**src/rtl/osd_layer_mixer_if.sv**
```systemverilog
// osd_layer_mixer_if: configuration write bus of the OSD layer mixer.
// The master drives one write per clock edge with CFG_WE high.
// CFG_As: [4:2] channel, [1:0] register (0 CHAR_Y, 1 FUCHI_Y, 2 CTRL, 3 ALPHA).
interface osd_layer_mixer_if;
    logic       CFG_WE;
    logic [4:0] CFG_As;
    logic [7:0] CFG_WDs;

    modport master (
        output CFG_WE,
        output CFG_As,
        output CFG_WDs
    );

    modport slave (
        input CFG_WE,
        input CFG_As,
        input CFG_WDs
    );
endinterface

```
**src/rtl/osd_layer_mixer.sv**
```systemverilog
// osd_layer_mixer: background YUV plus C_CH_N character/fuchi overlay channels.
// Channel 0 has the highest priority. Timing strobes travel with the pixels.
// Optional build macro: OSD_ALPHA_EN adds a per-channel alpha blend stage,
// which raises the pixel latency from 2 to 3 enabled cycles.
module osd_layer_mixer #(
    parameter int C_CH_N    = 4,
    parameter int C_DAT_W   = 8,
    parameter int C_BLINK_W = 5
) (
    input  logic               CK_i,
    input  logic               AR_i,
    input  logic               CK_EE_i,
    input  logic               XVD_i,
    input  logic [C_DAT_W-1:0] YYs_i,
    input  logic [C_DAT_W-1:0] UUs_i,
    input  logic [C_DAT_W-1:0] VVs_i,
    input  logic               BLANK_i,
    input  logic               XSYNC_i,
    input  logic               BURST_i,
    input  logic [C_CH_N-1:0]  CHARs_i,
    input  logic [C_CH_N-1:0]  FUCHIs_i,
    input  logic               OSD_ON_i,
    osd_layer_mixer_if.slave   cfg,
    output logic [C_DAT_W-1:0] YYs_o,
    output logic [C_DAT_W-1:0] UUs_o,
    output logic [C_DAT_W-1:0] VVs_o,
    output logic               BLANK_o,
    output logic               XSYNC_o,
    output logic               BURST_o,
    output logic               HIT_o
);

    // Per-channel configuration. CTRL: bit0 enable, bit1 blink, bit2 fuchi mask.
    logic [7:0] char_y_q  [C_CH_N];
    logic [7:0] fuchi_y_q [C_CH_N];
    logic [2:0] ctrl_q    [C_CH_N];
`ifdef OSD_ALPHA_EN
    logic [7:0] alpha_q   [C_CH_N];
`endif

    logic [C_BLINK_W-1:0] fld_ctr_q;
    logic [C_BLINK_W-1:0] fld_ctr_d;
    logic                 blink_off;

    // Stage 1: registered background, timing and per-channel hit/colour snapshot.
    logic [C_CH_N-1:0]  hit_d;
    logic [7:0]         col_d    [C_CH_N];
    logic [C_CH_N-1:0]  s1_hit_q;
    logic [7:0]         s1_col_q [C_CH_N];
`ifdef OSD_ALPHA_EN
    logic [7:0]         s1_alpha_q [C_CH_N];
`endif
    logic [C_DAT_W-1:0] s1_y_q;
    logic [C_DAT_W-1:0] s1_u_q;
    logic [C_DAT_W-1:0] s1_v_q;
    logic               s1_blank_q;
    logic               s1_xsync_q;
    logic               s1_burst_q;
    logic               s1_osd_on_q;

    // Stage 2: priority select.
    logic [7:0]         win_col_d;
    logic [C_DAT_W-1:0] ovl_y_d;
    logic               show_d;
`ifdef OSD_ALPHA_EN
    logic [7:0]         win_alpha_d;
`endif

    // Output registers.
    logic [C_DAT_W-1:0] y_q;
    logic [C_DAT_W-1:0] u_q;
    logic [C_DAT_W-1:0] v_q;
    logic               blank_q;
    logic               xsync_q;
    logic               burst_q;
    logic               hit_q;

    // Config writes land on any clock edge; channels beyond C_CH_N match no slot.
    always_ff @(posedge CK_i or posedge AR_i) begin
        if (AR_i) begin
            for (int i = 0; i < C_CH_N; i++) begin
                char_y_q[i]  <= 8'hFF;
                fuchi_y_q[i] <= 8'h00;
                ctrl_q[i]    <= 3'b001;
`ifdef OSD_ALPHA_EN
                alpha_q[i]   <= 8'hFF;
`endif
            end
        end else if (cfg.CFG_WE) begin
            for (int i = 0; i < C_CH_N; i++) begin
                if (cfg.CFG_As[4:2] == 3'(i)) begin
                    case (cfg.CFG_As[1:0])
                        2'd0:    char_y_q[i]  <= cfg.CFG_WDs;
                        2'd1:    fuchi_y_q[i] <= cfg.CFG_WDs;
                        2'd2:    ctrl_q[i]    <= cfg.CFG_WDs[2:0];
`ifdef OSD_ALPHA_EN
                        2'd3:    alpha_q[i]   <= cfg.CFG_WDs;
`endif
                        default: ;
                    endcase
                end
            end
        end
    end

    assign fld_ctr_d = fld_ctr_q + C_BLINK_W'(1);
    assign blink_off = fld_ctr_q[C_BLINK_W-1];

    // Field counter: one step per field-start pulse, wraps naturally.
    always_ff @(posedge CK_i or posedge AR_i) begin
        if (AR_i) begin
            fld_ctr_q <= '0;
        end else if (CK_EE_i && !XVD_i) begin
            fld_ctr_q <= fld_ctr_d;
        end
    end

    // Per-channel visibility and hit; the colour is snapshotted here so a
    // config write after sampling cannot alter a pixel already in flight.
    always_comb begin
        hit_d = '0;
        for (int i = 0; i < C_CH_N; i++) begin
            col_d[i] = CHARs_i[i] ? char_y_q[i] : fuchi_y_q[i];
            hit_d[i] = ctrl_q[i][0] & ~(ctrl_q[i][1] & blink_off)
                     & (CHARs_i[i] | (FUCHIs_i[i] & ~ctrl_q[i][2]));
        end
    end

    // Stage 1 register.
    always_ff @(posedge CK_i or posedge AR_i) begin
        if (AR_i) begin
            s1_hit_q    <= '0;
            s1_y_q      <= '0;
            s1_u_q      <= '0;
            s1_v_q      <= '0;
            s1_blank_q  <= 1'b1;
            s1_xsync_q  <= 1'b1;
            s1_burst_q  <= 1'b0;
            s1_osd_on_q <= 1'b0;
            for (int i = 0; i < C_CH_N; i++) begin
                s1_col_q[i]   <= '0;
`ifdef OSD_ALPHA_EN
                s1_alpha_q[i] <= '0;
`endif
            end
        end else if (CK_EE_i) begin
            s1_hit_q    <= hit_d;
            s1_y_q      <= YYs_i;
            s1_u_q      <= UUs_i;
            s1_v_q      <= VVs_i;
            s1_blank_q  <= BLANK_i;
            s1_xsync_q  <= XSYNC_i;
            s1_burst_q  <= BURST_i;
            s1_osd_on_q <= OSD_ON_i;
            for (int i = 0; i < C_CH_N; i++) begin
                s1_col_q[i]   <= col_d[i];
`ifdef OSD_ALPHA_EN
                s1_alpha_q[i] <= alpha_q[i];
`endif
            end
        end
    end

    // Lowest-index hitting channel wins: scan downwards so it is assigned last.
    always_comb begin
        win_col_d = '0;
`ifdef OSD_ALPHA_EN
        win_alpha_d = '0;
`endif
        for (int i = C_CH_N - 1; i >= 0; i--) begin
            if (s1_hit_q[i]) begin
                win_col_d = s1_col_q[i];
`ifdef OSD_ALPHA_EN
                win_alpha_d = s1_alpha_q[i];
`endif
            end
        end
        ovl_y_d = C_DAT_W'(win_col_d);
        show_d  = (|s1_hit_q) & s1_osd_on_q & ~s1_blank_q;
    end

`ifdef OSD_ALPHA_EN
    localparam int PW = C_DAT_W + 10;

    logic [C_DAT_W-1:0]   s2_y_q;
    logic [C_DAT_W-1:0]   s2_u_q;
    logic [C_DAT_W-1:0]   s2_v_q;
    logic [C_DAT_W-1:0]   s2_ovl_q;
    logic [8:0]           s2_w_q;
    logic                 s2_hit_q;
    logic                 s2_blank_q;
    logic                 s2_xsync_q;
    logic                 s2_burst_q;
    logic [8:0]           win_w_d;
    logic [8:0]           w_inv;
    logic [PW-1:0]        y_sum;
    logic signed [PW-1:0] u_sum;
    logic signed [PW-1:0] v_sum;
    logic [C_DAT_W-1:0]   y_mix;
    logic [C_DAT_W-1:0]   u_mix;
    logic [C_DAT_W-1:0]   v_mix;

    // Alpha 0xFF maps to 256 so a fully opaque overlay is exact.
    assign win_w_d = {1'b0, win_alpha_d} + {8'd0, win_alpha_d[7]};

    // Stage 2 register: winner and background held for the blend.
    always_ff @(posedge CK_i or posedge AR_i) begin
        if (AR_i) begin
            s2_y_q     <= '0;
            s2_u_q     <= '0;
            s2_v_q     <= '0;
            s2_ovl_q   <= '0;
            s2_w_q     <= '0;
            s2_hit_q   <= 1'b0;
            s2_blank_q <= 1'b1;
            s2_xsync_q <= 1'b1;
            s2_burst_q <= 1'b0;
        end else if (CK_EE_i) begin
            s2_y_q     <= s1_y_q;
            s2_u_q     <= s1_u_q;
            s2_v_q     <= s1_v_q;
            s2_ovl_q   <= ovl_y_d;
            s2_w_q     <= win_w_d;
            s2_hit_q   <= show_d;
            s2_blank_q <= s1_blank_q;
            s2_xsync_q <= s1_xsync_q;
            s2_burst_q <= s1_burst_q;
        end
    end

    // Blend; overlay chroma is zero so only the background term survives in U/V.
    always_comb begin
        w_inv = 9'd256 - s2_w_q;
        y_sum = PW'(s2_w_q) * PW'(s2_ovl_q) + PW'(w_inv) * PW'(s2_y_q);
        u_sum = PW'($signed({1'b0, w_inv})) * PW'($signed(s2_u_q));
        v_sum = PW'($signed({1'b0, w_inv})) * PW'($signed(s2_v_q));
        y_mix = C_DAT_W'(y_sum >> 8);
        u_mix = C_DAT_W'(u_sum >>> 8);
        v_mix = C_DAT_W'(v_sum >>> 8);
    end

    // Output register: blended overlay pixels, untouched background otherwise.
    always_ff @(posedge CK_i or posedge AR_i) begin
        if (AR_i) begin
            y_q     <= '0;
            u_q     <= '0;
            v_q     <= '0;
            blank_q <= 1'b1;
            xsync_q <= 1'b1;
            burst_q <= 1'b0;
            hit_q   <= 1'b0;
        end else if (CK_EE_i) begin
            y_q     <= s2_hit_q ? y_mix : s2_y_q;
            u_q     <= s2_hit_q ? u_mix : s2_u_q;
            v_q     <= s2_hit_q ? v_mix : s2_v_q;
            blank_q <= s2_blank_q;
            xsync_q <= s2_xsync_q;
            burst_q <= s2_burst_q;
            hit_q   <= s2_hit_q;
        end
    end
`else
    // Output register: opaque overlay with zero chroma, else background.
    always_ff @(posedge CK_i or posedge AR_i) begin
        if (AR_i) begin
            y_q     <= '0;
            u_q     <= '0;
            v_q     <= '0;
            blank_q <= 1'b1;
            xsync_q <= 1'b1;
            burst_q <= 1'b0;
            hit_q   <= 1'b0;
        end else if (CK_EE_i) begin
            y_q     <= show_d ? ovl_y_d : s1_y_q;
            u_q     <= show_d ? '0 : s1_u_q;
            v_q     <= show_d ? '0 : s1_v_q;
            blank_q <= s1_blank_q;
            xsync_q <= s1_xsync_q;
            burst_q <= s1_burst_q;
            hit_q   <= show_d;
        end
    end
`endif

    assign YYs_o   = y_q;
    assign UUs_o   = u_q;
    assign VVs_o   = v_q;
    assign BLANK_o = blank_q;
    assign XSYNC_o = xsync_q;
    assign BURST_o = burst_q;
    assign HIT_o   = hit_q;

endmodule

```
**src/flat_wrapper.sv**
```systemverilog
// flat-port wrapper written by rule: the top's interface ports become plain ports
module osd_layer_mixer_flat 
#(
    parameter int C_CH_N    = 4,
    parameter int C_DAT_W   = 8,
    parameter int C_BLINK_W = 5
)
  (CK_i, AR_i, CK_EE_i, XVD_i, YYs_i, UUs_i, VVs_i, BLANK_i, XSYNC_i, BURST_i, CHARs_i, FUCHIs_i, OSD_ON_i, YYs_o, UUs_o, VVs_o, BLANK_o, XSYNC_o, BURST_o, HIT_o, cfg_CFG_WE, cfg_CFG_As, cfg_CFG_WDs);
  osd_layer_mixer_if cfg_i ();
  input  logic CK_i;
  input  logic AR_i;
  input  logic CK_EE_i;
  input  logic XVD_i;
  input  logic [C_DAT_W-1:0] YYs_i;
  input  logic [C_DAT_W-1:0] UUs_i;
  input  logic [C_DAT_W-1:0] VVs_i;
  input  logic BLANK_i;
  input  logic XSYNC_i;
  input  logic BURST_i;
  input  logic [C_CH_N-1:0] CHARs_i;
  input  logic [C_CH_N-1:0] FUCHIs_i;
  input  logic OSD_ON_i;
  output logic [C_DAT_W-1:0] YYs_o;
  output logic [C_DAT_W-1:0] UUs_o;
  output logic [C_DAT_W-1:0] VVs_o;
  output logic BLANK_o;
  output logic XSYNC_o;
  output logic BURST_o;
  output logic HIT_o;
  input wire logic [$bits(cfg_i.CFG_WE)-1:0] cfg_CFG_WE;
  input wire logic [$bits(cfg_i.CFG_As)-1:0] cfg_CFG_As;
  input wire logic [$bits(cfg_i.CFG_WDs)-1:0] cfg_CFG_WDs;
  assign cfg_i.CFG_WE = cfg_CFG_WE;
  assign cfg_i.CFG_As = cfg_CFG_As;
  assign cfg_i.CFG_WDs = cfg_CFG_WDs;
  osd_layer_mixer #(.C_CH_N(C_CH_N), .C_DAT_W(C_DAT_W), .C_BLINK_W(C_BLINK_W)) u_core (.CK_i(CK_i), .AR_i(AR_i), .CK_EE_i(CK_EE_i), .XVD_i(XVD_i), .YYs_i(YYs_i), .UUs_i(UUs_i), .VVs_i(VVs_i), .BLANK_i(BLANK_i), .XSYNC_i(XSYNC_i), .BURST_i(BURST_i), .CHARs_i(CHARs_i), .FUCHIs_i(FUCHIs_i), .OSD_ON_i(OSD_ON_i), .cfg(cfg_i), .YYs_o(YYs_o), .UUs_o(UUs_o), .VVs_o(VVs_o), .BLANK_o(BLANK_o), .XSYNC_o(XSYNC_o), .BURST_o(BURST_o), .HIT_o(HIT_o));
endmodule
```
**config.mk**
```make
export PLATFORM = sky130hd
export DESIGN_NAME = osd_layer_mixer_flat
export DESIGN_NICKNAME = d
export VERILOG_FILES = /design/src/rtl/osd_layer_mixer_if.sv /design/src/rtl/osd_layer_mixer.sv /design/src/flat_wrapper.sv
export SDC_FILE = /design/constraint.sdc
export NUM_CORES = 1
export LEC_CHECK = 0
export ABC_AREA = 1
export CELL_PAD_IN_SITES_DETAIL_PLACEMENT = 2
export CELL_PAD_IN_SITES_GLOBAL_PLACEMENT = 2
export CORE_UTILIZATION = 39
export CTS_BUF_LIST = sky130_fd_sc_hd__clkbuf_8
export CTS_CLUSTER_SIZE = 25
export DETAILED_ROUTE_END_ITERATION = 16
export PLACE_DENSITY_LB_ADDON = 0.2
export SLEW_MARGIN = 20
export SYNTH_ARGS = -nofsm -noshare
export SYNTH_HDL_FRONTEND = slang
export SYNTH_SLANG_ARGS = --single-unit
```
**constraint.sdc**
```tcl
create_clock -name CK_i -period 10.25 [get_ports CK_i]
set_clock_uncertainty 0.15 [all_clocks]
set_input_delay 1.5375 -clock CK_i [delete_from_list [all_inputs] [get_ports CK_i]]
set_output_delay 1.5375 -clock CK_i [all_outputs]
set_load 0.01 [all_outputs]
```
==> results.toml <==
[outcome]
outcome = "finished, final reports clean"

[floorplanning]
die_h_um = 137
io_pins = 82
dieArea_mm2 = 0.0188
core_area_mm2 = 0.0180
rows = 49
die_w_um = 137
start_util_pct = 39.7

[clocking]
tritoncts = "yes"
htreeDepth = 4
path_clk_slew_ns = 0.09
cts-root-buf = "clkbuf_8"
hold_buffers = 0
cts_made_buffers = 17
cts.sinks = 173
post_cts_resized = 0
cts_setup_buffers = 0
cts_buffer_depth = 2
clkLatencyLatePin_ns = 0.48

[logic_synthesis]
synth_seq_area_share_pct = 61.4
yosys.cell_types.count = 27
yosys.area.top_type = "dfrtp_1"
syn_area_mm2 = 0.00714
syn_area_per_cell_um2 = 9.02
synth_nets = 846
synth_edf_count = 0
synth.most_common_cell = "nand2_1"
yosys.area.top_type_share_pct = 46.6
synthFlopType = "dfrtp_1"
synth_cells = 791
synthTopCellsByCount = "nand2_1, dfrtp_1, o21ai_0"
synth-seq-cells = 173
synth_area_leaders = "dfrtp_1, dfstp_2, nand2_1"
synthArstFlopShare_pct = 100
ys_warn_count = 0

[finish]
multiInputGateArea_mm2 = 0.00242
antenna_cells = 0
seq_area_mm2 = 0.00438
syn_to_final_growth_pct = 18.7
drive_gt1_share_pct = 10.7
fin_nets = 913
fillCellCount = 1926

[place]
place.gp.congestion = 0.755
dp_slack_ns = 6.39
dp_hpwl_um = 14600
io_buffers = 81

[sta]
worst_pin_slew_ns = 0.948
final_hold_viol_count = 0
grt_setup_unrepaired = "false"
fin_crit_sh_pct = 32.1
setup_tns_ns = 0
setup_viol = 0
timing.fmax_ghz = 0.304
fin_crit_ns = 3.29
slew_viol_final = 0
layout_setup_ws_ns = 6.96
relSlewSlack_pct = 36.8

[grt]
grt_max_degree = 104
first_global_vias = 6486
grt_pass1_wl_um = 34500
grt.overflow.total = 0
antenna_found_initial = 0
grt_use_total_pct = 24.4

[power_and_ir_drop]
seqPwrFrac_pct = 54.3
power_density_mw_per_mm2 = 193
leakagePower_nw = 3.82
power_switching_mw = 0.482
combPwrFrac_pct = 16.2
clkPwrFrac_pct = 29.4
p_int_mw = 1.16
netSwitchingFraction_pct = 29.4
ir_worst_vdd_mv = 0.0884

[critical_path]
worstSetupStartpointType = "input pin"
arrival_ns = 3.63
setup.worst_path.end_class = "async pin"
max_stage_delay_ns = 0.82
worstPathRequired_ns = 10.59
critPathSlowestCell = "buf_4"
crit_chain = "clkdlybuf4s50_1 > inv_6 > buf_4"
crit_fanout = 103
path_delay_family = "buffers and inverters"
crit_type = "input pin to async pin"
crit_buf_inv = 3

[route]
vias_per_cell = 5.25
drt_pass1_iterations = 4
via_count = 5769
wl_per_cell_um = 19.3
routed_wl_um = 21200
drtIter0Drc = 240
antenna_left = 0
drc_errors = 0

[run]
maxCapViolations = 0

[min_path]
hold_class = "register to register"
state kept, by name, summed over array words and instances (netlist names), 4 cells and up:
| signal | flops |
|---|---|
| u_core.s1_y_q | 8 |
| u_core.s1_u_q | 8 |
| u_core.s1_v_q | 8 |
| u_core.char_y_q | 32 |
| u_core.fld_ctr_q | 5 |
| u_core.YYs_o | 8 |
| u_core.fuchi_y_q | 32 |
| u_core.s1_hit_q | 4 |
| u_core.s1_col_q | 32 |
| u_core.UUs_o | 8 |
| u_core.ctrl_q | 12 |
| u_core.VVs_o | 8 |
power by group through the flow:
stage	Combinational (mW)	Clock (mW)	Sequential, mW
after floorplan	0.163	0	0.873
after global placement	0.245	0	0.890
after detailed placement	0.269	0	0.901
after CTS	0.273	0.491	0.891
after global routing	0.306	0.512	0.904
final	0.266	0.482	0.890
through the flow:
| stage | util (%) | power [mW] | hold WS (ns) | instances | instance area [µm²] |
|---|---|---|---|---|---|
| 2_1_floorplan | - | 1.04 | 0.292 | 791 | 7140 |
| 3_3_place_gp | 45.0 | 1.14 | 0.301 | 1068 | 8080 |
| 3_5_place_dp | 45.0 | 1.17 | 0.316 | 1068 | 8080 |
| 4_1_cts | 47.1 | 1.66 | 0.330 | 1099 | 8470 |
| 5_1_grt | 47.1 | 1.72 | 0.349 | 1099 | 8470 |
| 6_report | 47.1 | 1.64 | 0.325 | 1099 | 8470 |
worst paths after layout:
check | slack, ns | depth (start not counted) | from | to
setup reg to reg | 8.31 | 5 | u_core.s1_hit_q[2] | u_core.VVs_o[6]
max in group CK_i | 7.00 | 1 | u_core.BLANK_o | BLANK_o
min in group asynchronous | 1.50 | 2 | AR_i | u_core.s1_u_q[2]
hold reg to reg | 0.33 | 2 | u_core.s1_xsync_q | u_core.s1_xsync_q
hold / removal | 0.33 | 2 | u_core.s1_xsync_q | u_core.s1_xsync_q
setup / recovery | 6.96 | 3 | AR_i | u_core.fuchi_y_q[17]
cell usage in the layout (no fill, tap or decap), drive strengths merged, types with 10 or more instances in the layout:
master	count
dfrtp	133
inv	39
clkinv	10
nor2	63
clkbuf	20
dfstp	40
a21oi	25
nand3	12
clkdlybuf4s50	80
nand2	246
o21ai	179
tightest hold or removal path, cell delays in order (launching register included):
cell,delay [ns]
dfstp_2,0.38
nand2_1,0.06
nand2_1,0.05
cell families after synthesis:
logic type	after synthesis	synth area share, %
AOI/OAI and AO/OA	206	14.5
DFF	173	61.4
xor gates and xnor gates	4	0.491
adders and majority gates	1	0.175
buffers and inverters	78	4.75
and+or+nand+nor	328	18.6
muxes	1	0.158
metal layers:
| layer | up-vias | track usage, % | wire (µm) |
|---|---|---|---|
| li1 | 2696 | - | - |
| met1 | 2924 | 30.7 | 9400 |
| met2 | 113 | 42.5 | 10800 |
| met3 | 36 | 3.94 | 671 |
| met4 | 0 | 8.49 | 421 |
| met5 | - | 0 | 0 |
area by class of cell:
type | count | area share, %
Timing Repair Buffer | 84 | 9.78
Inverter | 42 | 1.92
Multi-Input combinational cell | 540 | 28.6
Tap cell | 229 | 3.38
Clock buffer | 20 | 3.25
Clock inverter | 11 | 1.40
Sequential cell | 173 | 51.7
Note: power is estimated with default switching activity, not from simulation.
